===== src/rtl/phi_integrator_pkg.sv =====
// Shared constants for the phi-n integrator: FSM encodings and default tuning values.
// Latency: n/a (package only).
// Backpressure: n/a (package only).
package phi_integrator_pkg;

  // FSM encodings (kept as plain vectors for compatibility with older tooling)
  localparam logic [1:0] ST_IDLE  = 2'd0;
  localparam logic [1:0] ST_SWEEP = 2'd1;
  localparam logic [1:0] ST_DONE  = 2'd2;

  // Default numeric tuning, all in signed Q4.14
  localparam int DEF_MAX_STEP    = 819;     // 0.05 per sweep
  localparam int DEF_N_MIN       = -65536;  // -4.0
  localparam int DEF_N_MAX       = 114688;  // +7.0
  localparam int N_RESET         = 8192;    // 0.5
  localparam int DEF_DWELL_LIMIT = 8;

  // Dwell counters are 4 bits and stick at their maximum
  localparam int         DWELL_W   = 4;
  localparam logic [3:0] DWELL_MAX = 4'd15;

endpackage


===== src/rtl/phi_step_sat.sv =====
// Per-oscillator step: force >>> GAIN_SHIFT, clamp step, add to n, saturate n to [N_MIN, N_MAX].
// Latency: purely combinational, zero cycles.
// Backpressure: none; the caller time-multiplexes one oscillator per cycle.
//
// Ports:
//   n_cur     : current n (signed Q4.14)
//   force_val : landscape force for this oscillator (signed Q4.14)
//   n_next    : updated, saturated n
//   sat       : high when the sum fell outside [N_MIN, N_MAX] and was clipped
module phi_step_sat #(
  parameter int WIDTH      = 18,
  parameter int GAIN_SHIFT = 4,
  parameter int MAX_STEP   = 819,
  parameter int N_MIN      = -65536,
  parameter int N_MAX      = 114688
) (
  input  logic signed [WIDTH-1:0] n_cur,
  input  logic signed [WIDTH-1:0] force_val,
  output logic signed [WIDTH-1:0] n_next,
  output logic                    sat
);

  localparam int WP1 = WIDTH + 1;

  localparam logic signed [WIDTH-1:0] STEP_POS = WIDTH'(MAX_STEP);
  localparam logic signed [WIDTH-1:0] STEP_NEG = WIDTH'(-MAX_STEP);
  localparam logic signed [WIDTH:0]   LIM_HI   = WP1'(N_MAX);
  localparam logic signed [WIDTH:0]   LIM_LO   = WP1'(N_MIN);

  logic signed [WIDTH-1:0] step_raw;
  logic signed [WIDTH-1:0] step;
  logic signed [WIDTH:0]   sum;

  always_comb begin
    // Arithmetic shift rounds toward -inf, so small negative forces still nudge n down
    step_raw = force_val >>> GAIN_SHIFT;

    step = step_raw;
    if (step_raw > STEP_POS) begin
      step = STEP_POS;
    end else if (step_raw < STEP_NEG) begin
      step = STEP_NEG;
    end

    // One guard bit so the add itself can never wrap before the bound check
    sum = {n_cur[WIDTH-1], n_cur} + {step[WIDTH-1], step};

    n_next = sum[WIDTH-1:0];
    sat    = 1'b0;
    if (sum > LIM_HI) begin
      n_next = LIM_HI[WIDTH-1:0];
      sat    = 1'b1;
    end else if (sum < LIM_LO) begin
      n_next = LIM_LO[WIDTH-1:0];
      sat    = 1'b1;
    end
  end

endmodule


===== src/rtl/phi_n_integrator.sv =====
// Sweeps all oscillators once per request, integrating clamped landscape force into n with bounds and dwell-escape tracking.
// Latency: request to done pulse is NUM_OSCILLATORS+1 enabled cycles; one oscillator per enabled cycle.
// Backpressure: none; requests arriving while busy are dropped and latch the sticky overrun flag.
//
// Ports:
//   clk, rst           : clock, asynchronous active-high reset
//   clk_en             : global advance enable, all state frozen while low
//   update_req         : one-cycle sweep request (accepted in IDLE only)
//   load_init          : load n_init_packed, clear dwell/flags/overrun, return to IDLE
//   n_init_packed      : initial n values, oscillator i at [i*WIDTH +: WIDTH]
//   force_packed       : signed landscape forces, snapshotted at request time
//   near_harmonic_2_1  : catastrophe-zone flags, snapshotted at request time
//   n_packed           : current n per oscillator
//   busy / done        : sweep in progress / one-cycle completion pulse
//   overrun            : sticky, a request arrived while a sweep was outstanding
//   sat_flag           : per-oscillator bound hit on its last update
//   escape_flag        : per-oscillator dwell count reached DWELL_LIMIT
module phi_n_integrator
  import phi_integrator_pkg::*;
#(
  parameter int WIDTH           = 18,
  parameter int FRAC            = 14,
  parameter int NUM_OSCILLATORS = 21,
  parameter int GAIN_SHIFT      = 4,
  parameter int MAX_STEP        = DEF_MAX_STEP,
  parameter int N_MIN           = DEF_N_MIN,
  parameter int N_MAX           = DEF_N_MAX,
  parameter int DWELL_LIMIT     = DEF_DWELL_LIMIT
) (
  input  logic                             clk,
  input  logic                             rst,
  input  logic                             clk_en,
  input  logic                             update_req,
  input  logic                             load_init,
  input  logic [NUM_OSCILLATORS*WIDTH-1:0] n_init_packed,
  input  logic [NUM_OSCILLATORS*WIDTH-1:0] force_packed,
  input  logic [NUM_OSCILLATORS-1:0]       near_harmonic_2_1,
  output logic [NUM_OSCILLATORS*WIDTH-1:0] n_packed,
  output logic                             busy,
  output logic                             done,
  output logic                             overrun,
  output logic [NUM_OSCILLATORS-1:0]       sat_flag,
  output logic [NUM_OSCILLATORS-1:0]       escape_flag
);

  localparam int IDX_W = (NUM_OSCILLATORS > 1) ? $clog2(NUM_OSCILLATORS) : 1;
  localparam logic [IDX_W-1:0] IDX_LAST = IDX_W'(NUM_OSCILLATORS - 1);

  // Reset point is 0.5; derive it from FRAC if the fixed-point format changes
  localparam int                N_RST_VAL = (FRAC == 14) ? N_RESET : (1 << (FRAC - 1));
  localparam logic [WIDTH-1:0]  N_RST_W   = WIDTH'(N_RST_VAL);
  localparam logic [DWELL_W:0]  DWELL_LIM = (DWELL_W + 1)'(DWELL_LIMIT);

  logic [1:0]                       state_q;
  logic [IDX_W-1:0]                 idx_q;
  logic [NUM_OSCILLATORS*WIDTH-1:0] n_q;
  logic [NUM_OSCILLATORS*WIDTH-1:0] force_snap_q;
  logic [NUM_OSCILLATORS-1:0]       flag_snap_q;
  logic [DWELL_W-1:0]               dwell_q [NUM_OSCILLATORS];
  logic [NUM_OSCILLATORS-1:0]       sat_q;
  logic [NUM_OSCILLATORS-1:0]       esc_q;
  logic                             done_q;
  logic                             overrun_q;

  // Datapath for the oscillator currently selected by idx_q
  logic signed [WIDTH-1:0] cur_n;
  logic signed [WIDTH-1:0] cur_force;
  logic signed [WIDTH-1:0] step_n;
  logic                    step_sat;
  logic [DWELL_W-1:0]      dwell_nxt;
  logic                    esc_nxt;

  always_comb begin
    cur_n     = n_q[idx_q*WIDTH +: WIDTH];
    cur_force = force_snap_q[idx_q*WIDTH +: WIDTH];

    if (!flag_snap_q[idx_q]) begin
      dwell_nxt = '0;
    end else if (dwell_q[idx_q] == DWELL_MAX) begin
      dwell_nxt = DWELL_MAX;
    end else begin
      dwell_nxt = dwell_q[idx_q] + 1'b1;
    end
    esc_nxt = ({1'b0, dwell_nxt} >= DWELL_LIM);
  end

  phi_step_sat #(
    .WIDTH      (WIDTH),
    .GAIN_SHIFT (GAIN_SHIFT),
    .MAX_STEP   (MAX_STEP),
    .N_MIN      (N_MIN),
    .N_MAX      (N_MAX)
  ) u_step (
    .n_cur     (cur_n),
    .force_val (cur_force),
    .n_next    (step_n),
    .sat       (step_sat)
  );

  always_ff @(posedge clk or posedge rst) begin
    if (rst) begin
      state_q      <= ST_IDLE;
      idx_q        <= '0;
      n_q          <= {NUM_OSCILLATORS{N_RST_W}};
      force_snap_q <= '0;
      flag_snap_q  <= '0;
      sat_q        <= '0;
      esc_q        <= '0;
      done_q       <= 1'b0;
      overrun_q    <= 1'b0;
      for (int i = 0; i < NUM_OSCILLATORS; i++) begin
        dwell_q[i] <= '0;
      end
    end else if (clk_en) begin
      done_q <= 1'b0;
      if (load_init) begin
        // Load takes priority over any coincident request, which is simply dropped
        state_q   <= ST_IDLE;
        idx_q     <= '0;
        n_q       <= n_init_packed;
        sat_q     <= '0;
        esc_q     <= '0;
        overrun_q <= 1'b0;
        for (int i = 0; i < NUM_OSCILLATORS; i++) begin
          dwell_q[i] <= '0;
        end
      end else begin
        case (state_q)
          ST_IDLE: begin
            if (update_req) begin
              force_snap_q <= force_packed;
              flag_snap_q  <= near_harmonic_2_1;
              idx_q        <= '0;
              state_q      <= ST_SWEEP;
            end
          end
          ST_SWEEP: begin
            if (update_req) begin
              overrun_q <= 1'b1;
            end
            n_q[idx_q*WIDTH +: WIDTH] <= step_n;
            sat_q[idx_q]              <= step_sat;
            esc_q[idx_q]              <= esc_nxt;
            dwell_q[idx_q]            <= dwell_nxt;
            if (idx_q == IDX_LAST) begin
              state_q <= ST_DONE;
            end else begin
              idx_q <= idx_q + 1'b1;
            end
          end
          ST_DONE: begin
            if (update_req) begin
              overrun_q <= 1'b1;
            end
            done_q  <= 1'b1;
            idx_q   <= '0;
            state_q <= ST_IDLE;
          end
          default: begin
            state_q <= ST_IDLE;
            idx_q   <= '0;
          end
        endcase
      end
    end
  end

  assign n_packed    = n_q;
  assign busy        = (state_q == ST_SWEEP);
  assign done        = done_q;
  assign overrun     = overrun_q;
  assign sat_flag    = sat_q;
  assign escape_flag = esc_q;

endmodule

===== config.mk =====
export PLATFORM = sky130hd
export DESIGN_NAME = phi_n_integrator
export DESIGN_NICKNAME = d
export VERILOG_FILES = /design/src/rtl/phi_integrator_pkg.sv /design/src/rtl/phi_step_sat.sv /design/src/rtl/phi_n_integrator.sv
export SDC_FILE = /design/constraint.sdc
export NUM_CORES = 2
export LEC_CHECK = 0
export ABC_AREA = 1
export CAP_MARGIN = 10
export CORE_AREA = 2 2 467 469
export CTS_BUF_LIST = sky130_fd_sc_hd__clkbuf_8
export CTS_CLUSTER_DIAMETER = 50
export CTS_CLUSTER_SIZE = 14
export DETAILED_ROUTE_END_ITERATION = 12
export DIE_AREA = 0 0 469 471
export SYNTH_ARGS = -nofsm -noshare
export SYNTH_HDL_FRONTEND = slang
export SYNTH_SLANG_ARGS = --single-unit

===== constraint.sdc =====
create_clock -name clk -period 41.4 [get_ports clk]
set_clock_uncertainty 0.05 [all_clocks]
set_input_delay 4.14 -clock clk [delete_from_list [all_inputs] [get_ports clk]]
set_output_delay 4.14 -clock clk [all_outputs]
set_load 0.01 [all_outputs]

==> out/metrics.csv <==
stage;metric;value;unit
outcome;status;complete, but fails checks;
outcome;violated checks;max-capacitance violations, max-slew violations;
run;max-cap viol count;1;
global_route;GRT Total Usage;32.05;%
clocking;setup bufs post-CTS;0;
pwr;total chip power;4.624;mW
synth;synth warn;0;
setup_path;crit end category;flop;
setup_path;CP Launch Type;flop;
timing;final hold vios;0;
die;die width;469;um
setup_path;critical path's most frequent cell;nand2_1;
timing;Fmax;0.09570;GHz
synth;Synth Area in Simple Gates;21.31;%
setup_path;CP arrival;11.32;ns
setup_path;Critical Path RT;42.27;ns
synth;Adder-Cell Fraction of Synth Area;0.9172;%
pwr;Peak VDD IR;71.98;uV
layout;most common cell after layout, fill and taps aside;clkdlybuf4s50_1;
timing;RSZ-0062 raised after global routing;false;
routing;WL/cell;34.43;um
layout;area delta synth->final;33.54;%
routing;Vias/cell;5.586;
pwr;Power Internal;2.152;mW
routing;final WL;369600;um
pwr;Power Density;68.24;nW/um2
clocking;clk_lat worst skew;1.00;ns
synth;Yosys cell types;71;
timing;final setup fails;0;
synth;register bit total from synthesis;828;
clocking;H-tree depth;3;
place;port bufs;1120;
timing;final worst path period share;25.24;%
synth;sequential share of the synthesized area;40.88;%
setup_path;worst setup path startpoint;idx_q[0];
layout;share of layout cells above drive strength 1;10.15;%
setup_path;Critical R2R Launch;idx_q[0];
routing;via count;59969;
global_route;gr ovfl total;0;
clocking;clock buffer depth;3;
setup_path;slowest CP cell;nor2_1;
clocking;register clock-pin slew on the reported worst setup and hold paths;0.09;ns
clocking;CTS tree;done;
clocking;Resize count post-CTS;0;
synth;Post-synth EDFFs;0;
synth;post-synthesis instance total;6808;
global_route;largest net degree at the start of global routing;198;
pwr;Clk pwr share;18.0;%
pwr;switching pwr;2.472;mW
global_route;first-pass GRT wire length;483700;um
layout;fin util;31.36;%
synth;dominant synthesized flop cell;dfrtp_1;
die;Rows;171;
synth;xor/xnor share of the synthesized area;0.04931;%
worst_hold_path;worst hold path type;flop to flop;
layout;nets;8527;
setup_path;critical path peak fanout;114;
clocking;Clock Root Buffer;clkbuf_8;
setup_path;CP peak stage delay;0.91;ns
timing;Slew @ Worst Pin;1.496;ns
setup_path;Crit Path Category;flop to flop;
pwr;Gate power share;53.8;%
synth;fraction of registers with async set/reset;100.0;%
pwr;sw frac;53.46;%
synth;Post-Syn Nets;7626;
routing;1st-pass router iterations;7;
synth;largest family of logic cells by synthesized area;compound AO/OA/AOI/OAI gates;
pwr;leakage;27.18;nW
clocking;hold-fix buffers at CTS;0;
die;Initial Util;23.48;%
die;total die area;220900;um2
worst_hold_path;Hold Crit Start;force_snap_q[336];
synth;Post-Syn Area;50750;um2
synth;Mapped Avg Cell Area;7.454;um2
place;Final HPWL DP;289700;um
routing;DRC;0;
clocking;Num CTS Buffers;121;
synth;post-synthesis mux area share;5.680;%
die;IO Count;1205;
place;Routability Congestion;1.071;
setup_path;Top Family by Delay on Critical Path;simple AND/OR/NAND/NOR gates;
global_route;initial antenna violation count;91;
timing;Pins Over Slew Limit;1;
global_route;vias in the first global route;55308;
routing;Final ANT Viol Nets;0;
timing;setup tns final;0;ns
clocking;Sink Count;828;
synth;Synth Area in Compound Gates;22.29;%
die;Vert. Die Dim;471;um
setup_path;Worst Path Buf+Inv;10;
routing;drt initial violations;8838;
timing;min Tclk post-route;10.45;ns
pwr;Seq pwr share;28.2;%
die;CORE AREA;216100;um2
timing;Slew headroom;-0.8039;%
layout;most frequent cells in the layout;clkdlybuf4s50_1, a21oi_1, nor2_1;
final cells by class:
type,instances,area (um2)
Tap cell,2854,3571
Fill cell,23254,148300
Clock inverter,100,1155
Sequential cell,828,20750
Inverter,685,2609
Timing Repair Buffer,1235,12150
Antenna cell,68,170.2
Clock buffer,128,1762
Multi-Input combinational cell,4838,25590
power groups by stage:
stage / sequential, mW / clock [mW] / combinational, mW
floorplan: 1.21 / 0 / 1.21
global placement: 1.29 / 0 / 2.38
detailed placement: 1.30 / 0 / 2.38
CTS: 1.29 / 0.842 / 2.39
global route: 1.31 / 0.869 / 2.59
finish: 1.31 / 0.831 / 2.49
through the flow:
stage | hold WS (ns) | std cells | instance area [um2] | worst slack [ns]
after floorplan | 0.4239 | 6808 | 50750 | 13.99
after global placement | 0.4316 | 10438 | 64670 | 31.26
after detailed placement | 0.4373 | 10438 | 64670 | 31.26
after CTS | 0.4556 | 10666 | 67580 | 31.29
after global routing | 0.4665 | 10697 | 67670 | 30.49
final | 0.4523 | 10736 | 67770 | 30.95
synthesized netlist by cell type, types with 73 or more instances:
cell	instances	area [um2]
mux2_2	256	2883
dfrtp_1	807	20190
o22ai_1	151	944.7
buf_2	105	525.5
nand4_1	166	1039
nand3_1	388	1942
nor3_1	106	530.5
o21ai_0	592	2963
a22oi_1	73	548.0
a21oi_1	1057	5290
clkbuf_1	288	1081
inv_1	652	2447
nand2_1	746	2800
nor2_1	938	3521
routing by layer:
layer  vias up  track usage (%)  part of all wire, %
met5         -                0                0.072
met4        42            17.92                  6.1
met3       853            14.60                   14
met2      4247            43.98                   40
met1     29668            41.09                   40
li1      25159                -                    -
registers in the layout, indices dropped and copies added (netlist names):
signal	cells
dwell_q	84
escape_flag	21
overrun	1
n_packed	378
force_snap_q	294
state_q	2
flag_snap_q	21
done	1
idx_q	5
sat_flag	21
cell families after synthesis:
kind of cell	after synthesis
buffers and inverters	1142
AOI/OAI and AO/OA	2076
xor gates and xnor gates	2
DFF	828
adders and majority gates	36
and+or+nand+nor	2468
muxes	256
worst reg2reg max path, delay by kind of cell (launching register included):
family          cells  cell delay, ns
compound gates      5            0.94
fa+ha+maj           3            1.08
buf+inv            10            2.37
flops               1            0.69
simple gates       26            5.32
path summary, 6_finish.rpt:
path	end	slack, ns	cells after the start
max	n_packed[279]	30.95	44
min	force_snap_q[336]	0.45	1
max reg2reg	n_packed[279]	30.95	44
min reg2reg	force_snap_q[336]	0.45	1
max in group asynchronous	n_packed[48]	33.94	6
min in group asynchronous	force_snap_q[170]	3.71	2
No activity file was read; power rests on OpenSTA's default activity.
